===== config.mk =====
export PLATFORM = sky130hd
export DESIGN_NAME = mem_copy_master
export DESIGN_NICKNAME = d
export VERILOG_FILES = /design/src/rtl/mem_copy_master.sv
export SDC_FILE = /design/constraint.sdc
export NUM_CORES = 1
export LEC_CHECK = 0
export ABC_AREA = 1
export ABC_CLOCK_PERIOD_IN_PS = 2400
export CORE_UTILIZATION = 45
export CTS_CLUSTER_SIZE = 30
export DETAILED_ROUTE_END_ITERATION = 10
export GPL_TIMING_DRIVEN = 0
export PLACE_DENSITY = 0.69
export SYNTH_ARGS = -nofsm -noshare
export SYNTH_HDL_FRONTEND = slang
export SYNTH_SLANG_ARGS = --single-unit
export TNS_END_PERCENT = 20

===== constraint.sdc =====
create_clock -name clk -period 2.4 [get_ports clk]
set_input_delay 0.24 -clock clk [delete_from_list [all_inputs] [get_ports clk]]
set_output_delay 0.24 -clock clk [all_outputs]
set_load 0.005 [all_outputs]

===== src/rtl/mem_copy_master.sv =====
// Memory-to-memory word copier driving a single-port RAM (sync write, comb read); 2 cycles per word,
// done one cycle after the last write. No flow control: start is accepted only in IDLE, abort stops the copy.
module mem_copy_master #(
    parameter int DATA_W    = 16,
    parameter int ADDR_W    = 16,
    parameter int MEM_DEPTH = 256
) (
    input  logic              clk,
    input  logic              rst_n,
    input  logic              start,
    input  logic [ADDR_W-1:0] src_addr,
    input  logic [ADDR_W-1:0] dst_addr,
    input  logic [ADDR_W-1:0] len,
    input  logic              abort,
    output logic              busy,
    output logic              done,
    output logic              error,
    output logic              aborted,
    output logic [ADDR_W-1:0] words_done,
    output logic [ADDR_W-1:0] mem_addr,
    output logic [DATA_W-1:0] mem_wdata,
    output logic              mem_we,
    input  logic [DATA_W-1:0] mem_rdata
);

    typedef enum logic [1:0] {
        S_IDLE = 2'd0,
        S_RD   = 2'd1,
        S_WR   = 2'd2,
        S_DONE = 2'd3
    } state_t;

    localparam logic [ADDR_W:0] DEPTH = (ADDR_W+1)'(MEM_DEPTH);

    state_t            state_q, state_d;
    logic [ADDR_W-1:0] src_q, src_d;
    logic [ADDR_W-1:0] dst_q, dst_d;
    logic [ADDR_W-1:0] rem_q, rem_d;
    logic [DATA_W-1:0] rbuf_q, rbuf_d;
    logic [ADDR_W-1:0] wdone_q, wdone_d;
    logic              err_q, err_d;
    logic              abt_q, abt_d;

    // One extra bit so src+len cannot wrap and sneak under the depth limit
    logic [ADDR_W:0] src_end;
    logic [ADDR_W:0] dst_end;
    logic            range_bad;

    assign src_end   = {1'b0, src_addr} + {1'b0, len};
    assign dst_end   = {1'b0, dst_addr} + {1'b0, len};
    assign range_bad = (src_end > DEPTH) || (dst_end > DEPTH);

    always_ff @(posedge clk or negedge rst_n) begin
        if (!rst_n) begin
            state_q <= S_IDLE;
            src_q   <= '0;
            dst_q   <= '0;
            rem_q   <= '0;
            rbuf_q  <= '0;
            wdone_q <= '0;
            err_q   <= 1'b0;
            abt_q   <= 1'b0;
        end else begin
            state_q <= state_d;
            src_q   <= src_d;
            dst_q   <= dst_d;
            rem_q   <= rem_d;
            rbuf_q  <= rbuf_d;
            wdone_q <= wdone_d;
            err_q   <= err_d;
            abt_q   <= abt_d;
        end
    end

    always_comb begin
        state_d = state_q;
        src_d   = src_q;
        dst_d   = dst_q;
        rem_d   = rem_q;
        rbuf_d  = rbuf_q;
        wdone_d = wdone_q;
        err_d   = err_q;
        abt_d   = abt_q;
        case (state_q)
            S_IDLE: begin
                if (start) begin
                    src_d   = src_addr;
                    dst_d   = dst_addr;
                    rem_d   = len;
                    wdone_d = '0;
                    err_d   = 1'b0;
                    abt_d   = 1'b0;
                    if (range_bad) begin
                        err_d   = 1'b1;
                        state_d = S_DONE;
                    end else if (len == '0) begin
                        state_d = S_DONE;
                    end else begin
                        state_d = S_RD;
                    end
                end
            end
            S_RD: begin
                if (abort) begin
                    abt_d   = 1'b1;
                    state_d = S_DONE;
                end else begin
                    rbuf_d  = mem_rdata;
                    src_d   = src_q + ADDR_W'(1);
                    state_d = S_WR;
                end
            end
            S_WR: begin
                // The write lands on this edge regardless of abort, so it is always counted
                dst_d   = dst_q + ADDR_W'(1);
                rem_d   = rem_q - ADDR_W'(1);
                wdone_d = wdone_q + ADDR_W'(1);
                if (abort) begin
                    abt_d   = 1'b1;
                    state_d = S_DONE;
                end else if (rem_q == ADDR_W'(1)) begin
                    state_d = S_DONE;
                end else begin
                    state_d = S_RD;
                end
            end
            S_DONE:  state_d = S_IDLE;
            default: state_d = S_IDLE;
        endcase
    end

    always_comb begin
        mem_addr = '0;
        case (state_q)
            S_RD:    mem_addr = src_q;
            S_WR:    mem_addr = dst_q;
            default: mem_addr = '0;
        endcase
    end

    assign mem_we     = (state_q == S_WR);
    assign mem_wdata  = rbuf_q;
    assign busy       = (state_q == S_RD) || (state_q == S_WR);
    assign done       = (state_q == S_DONE);
    assign error      = err_q;
    assign aborted    = abt_q;
    assign words_done = wdone_q;

endmodule


==> metrics.md <==
| Metric | Value |
|---|---|
| Status | `finished, violations left` |
| Failing checks | `negative setup slack` |
| DR iter-0 viols | `roughly 620` |
| Cell Area, Synth | `7100 um2` |
| Sw Ratio | `0.450` |
| Vias in the first global route | `between 7000 and 8000` |
| Sequential power share | `0.280` |
| Final Hold Slack | `a little over 0.3 ns` |
| DIE AREA | `approximately 16000 um2` |
| CP bufs+invs | `4` |
| VDD IR max | `a little under 0.5 mV` |
| FMAX | `413 MHz` |
| Post-DP HPWL | `~18 mm` |
| Post-synth net total | `~1200` |
| Clock power share | `0.170` |
| Clock latency on the worst-skew pair | `approximately 0.34 ns` |
| Synthesized area per cell | `around 6.4 um2` |
| Slew @ Worst Pin | `approximately 0.64 ns` |
| Power after layout | `~0.009 W` |
| Design Area, Final | `slightly above 9000 um2` |
| WL/cell | `about 16 um` |
| EDFF count, synth | `0` |
| Total wire length | `~23 mm` |
| Most frequent cell after synthesis | `nand2_1` |
| Synth cell types | `49` |
| PnR worst setup slack | `-0.0231 ns` |
| Hold Fails Final Rpt | `0` |
| First-pass GRT wire length | `approximately 37 mm` |
| Sw Pwr | `0.00405 W` |
| Antenna Nets Post-Route | `0` |
| Worst stage delay on the critical path | `approximately 0.53 ns` |
| Max clock buf depth | `2` |
| CP cell instances | `inv_1, ha_1, inv_2, clkbuf_8, a21oi_1, clkdlybuf4s50_1` |
| Power Density | `980 nW/um2` |
| Setup TNS | `-0.0231 ns` |
| Util after Layout | `0.599` |
| Yosys warning count | `0` |
| I/O Pins | `121` |
| Crit path depth | `6` |
| Worst reg2reg startpoint | `state_q[0]` |
| Worst min-delay path category | `input pin to flop` |
| R2R Setup Slk | `around 0.16 ns` |
| Critical-path maximum fanout | `10` |
| Final setup vio count | `2` |
| Gr ovfl total | `0` |
| Worst-path clk slew | `0.07 ns` |
| IO buf count | `between 100 and 150` |
| Layout cells sized above 1 | `0.0805` |
| CP max-delay cell | `clkdlybuf4s50_1` |
| RSZ-0062 raised after global routing | `true` |
| R2R Path End | `words_done[12]` |
| CTS tree | `done` |
| Number of antenna violations at the first check in global routing | `0` |
| # clock sinks | `84` |
| Synth cell count leaders | `nand2_1 (385), inv_1 (152), dfrtp_1 (84)` |
| DRC errors left | `0` |
| Slew margin rel. | `0.572` |
| Ant diodes | `0` |
| Worst reg2reg path depth | `14` |
| CORE AREA | `~15000 um2` |
| Seq/Total Area, Yosys | `0.296` |
| WS Path Type | `flop to output pin` |
| Max_cap viols | `0` |
| Pin count of the biggest net entering global routing | `46` |
| Main synth FF type | `dfrtp_1` |
| Ys async rst share | `1.00` |
| Setup crit start kind | `flop` |
| Worst setup path startpoint | `state_q[0]` |
| H-tree depth | `3` |
| Worst setup path endpoint | `mem_addr[4]` |
| Largest area contributor in the synthesized netlist | `dfrtp_1` |
| Slew Limit Fails | `0` |
| WP data required | `~2.2 ns` |
| Area of placed instances | `approximately 8600 um2` |
| Crit share post-route | `1.01` |
| Syn-to-layout area delta | `29.2%` |
| Site Rows | `45` |
| Number of CTS-inserted buffers | `9` |
| Worst Skew | `between 0.007 and 0.008 ns` |
| Crit path max-delay family | `buffers and inverters` |
| Initial DRT Pass Iterations | `7` |
| Yosys top cell area share | `0.296` |
| P_int | `about 0.0049 W` |
| Vias per Instance | `5.29` |
| P_leak | `around 4.7 nW` |
| Combinational Power Share | `0.550` |
| Height of the die | `around 130 um` |
| Crit. End Element | `output pin` |
| Via count | `7750` |
| Fin nets | `roughly 1400` |
| RePlAce Congestion | `0.958` |
| Min cycle time layout | `about 2.4 ns` |
| #FFs+latches synth | `84` |
| Chip Width | `roughly 130 um` |
| Top post-synthesis cells by area | `dfrtp_1 (30%), nand2_1 (20%), inv_1 (8.0%), ha_1 (7.2%), nand3_1 (4.8%)` |
| Root Buffer | `clkbuf_16` |
| Initial Utilization | `0.464` |
| Tot GR Track Use | `0.290` |
| Synth Instances | `1112` |
| Crit path DAT | `2.18 ns` |
==> through the flow <==
stage,instances,worst slack [ns]
CTS,1464,-0.130
detailed placement,1444,-0.569
global route,1466,-0.142
global placement,1443,-2.11
finish,1466,-0.0231
floorplan,1112,0.463
==> registers in the layout, summed over array words and instances (netlist names) <==
name / cells
words_done: 16
aborted: 1
state_q: 2
dst_q: 16
error: 1
src_q: 16
rem_q: 16
mem_wdata: 16
==> layout make-up <==
type                       instances  area [um2]
clock inverter                     7        96.3
multi-input combinational        847        4450
tap                              211         264
timing repair buffer             127        1290
buffer                            25         168
sequential                        84        2100
fill                            1493        6140
inverter                         156         586
clock buffer                       9         225
==> power by group through the flow <==
stage / clock [W] / combinational [W] / sequential (W)
floorplan: 0 / 0.00287 / 0.00243
global placement: 0 / 0.00458 / 0.00250
detailed placement: 0 / 0.00465 / 0.00251
CTS: 0.00154 / 0.00485 / 0.00250
global route: 0.00161 / 0.00554 / 0.00259
finish: 0.00153 / 0.00495 / 0.00252
==> kinds of logic after synthesis <==
logic type / Yosys count / synth area share
multiplexers: 2 / 0.00299
adder cells (fa/ha/maj): 43 / 0.0778
buffers and inverters: 181 / 0.0963
XOR/XNOR: 11 / 0.0136
AND/OR/NAND/NOR: 624 / 0.382
AO/OA/AOI/OAI: 167 / 0.131
flip-flops: 84 / 0.296
==> worst reg2reg max path, stage by stage, from the launching register on <==
cell	delay, ns
dfrtp_1	0.41
inv_1	0.10
ha_2	0.19
buf_6	0.12
buf_4	0.14
nand2_4	0.07
nand2_8	0.09
nand3_2	0.11
nor3_4	0.20
nand2_2	0.11
nor2_4	0.12
nand3_2	0.11
nor2_2	0.16
nor2_1	0.06
nor3_1	0.16
==> worst min path at each step <==
| stage | end | depth (start not counted) | slack [ns] | start |
|---|---|---|---|---|
| 2_1_floorplan | aborted | 0 | -0.06 | rst_n |
| 3_3_place_gp | mem_wdata[15] | 2 | 0.45 | mem_wdata[15] |
| 3_5_place_dp | mem_wdata[6] | 1 | 0.27 | rst_n |
| 4_1_cts | mem_wdata[2] | 3 | 0.43 | mem_rdata[2] |
| 5_1_grt | dst_q[1] | 3 | 0.32 | dst_addr[1] |
| 6_report | dst_q[1] | 3 | 0.30 | dst_addr[1] |
==> repair_timing <==
item                                    4_1_cts  5_1_grt
pin swaps                                     1        0
endpoints found under the setup margin       18       32
buffers inserted                              3        2
gates resized for setup                      41       37
hold buffers                                  1        0
endpoints found under the hold margin        39        0
==> layer usage <==
layer | share of wire | up-vias | global-route usage
li1 | - | 3871 | -
met1 | 0.45 | 3553 | 0.391
met2 | 0.46 | 288 | 0.472
met3 | 0.065 | 38 | 0.0360
met4 | 0.031 | 0 | 0.115
met5 | 0 | - | 0
==> cell usage in the layout (no fill, tap or decap), types with 3 or more instances in the layout <==
cell type and n:
inv_2 5, o22ai_1 6, inv_1 150, nand2_2 8, ha_1 27, clkbuf_1 16
inv_6 3, o21ai_0 66, clkbuf_8 5, nand4_1 16, o21ai_1 4, a21oi_2 6
xor2_1 10, and2_1 3, nor3_1 21, a21boi_0 3, nor2_4 6, nand2_1 381
nor4_1 6, buf_4 6, nor2_1 81, nand3_1 68, dlygate4sd2_1 8, dfrtp_1 84
nand2_4 3, a31oi_1 6, clkbuf_16 9, o211ai_1 10, nor2_2 5, buf_6 3
nand3_2 3, a22oi_1 3, clkdlybuf4s50_1 96, a21oi_1 52, ha_4 6, nand3b_1 6
ha_2 8, dlymetal6s2s_1 13, or2_2 11
No activity file was read; power rests on OpenSTA's default activity.
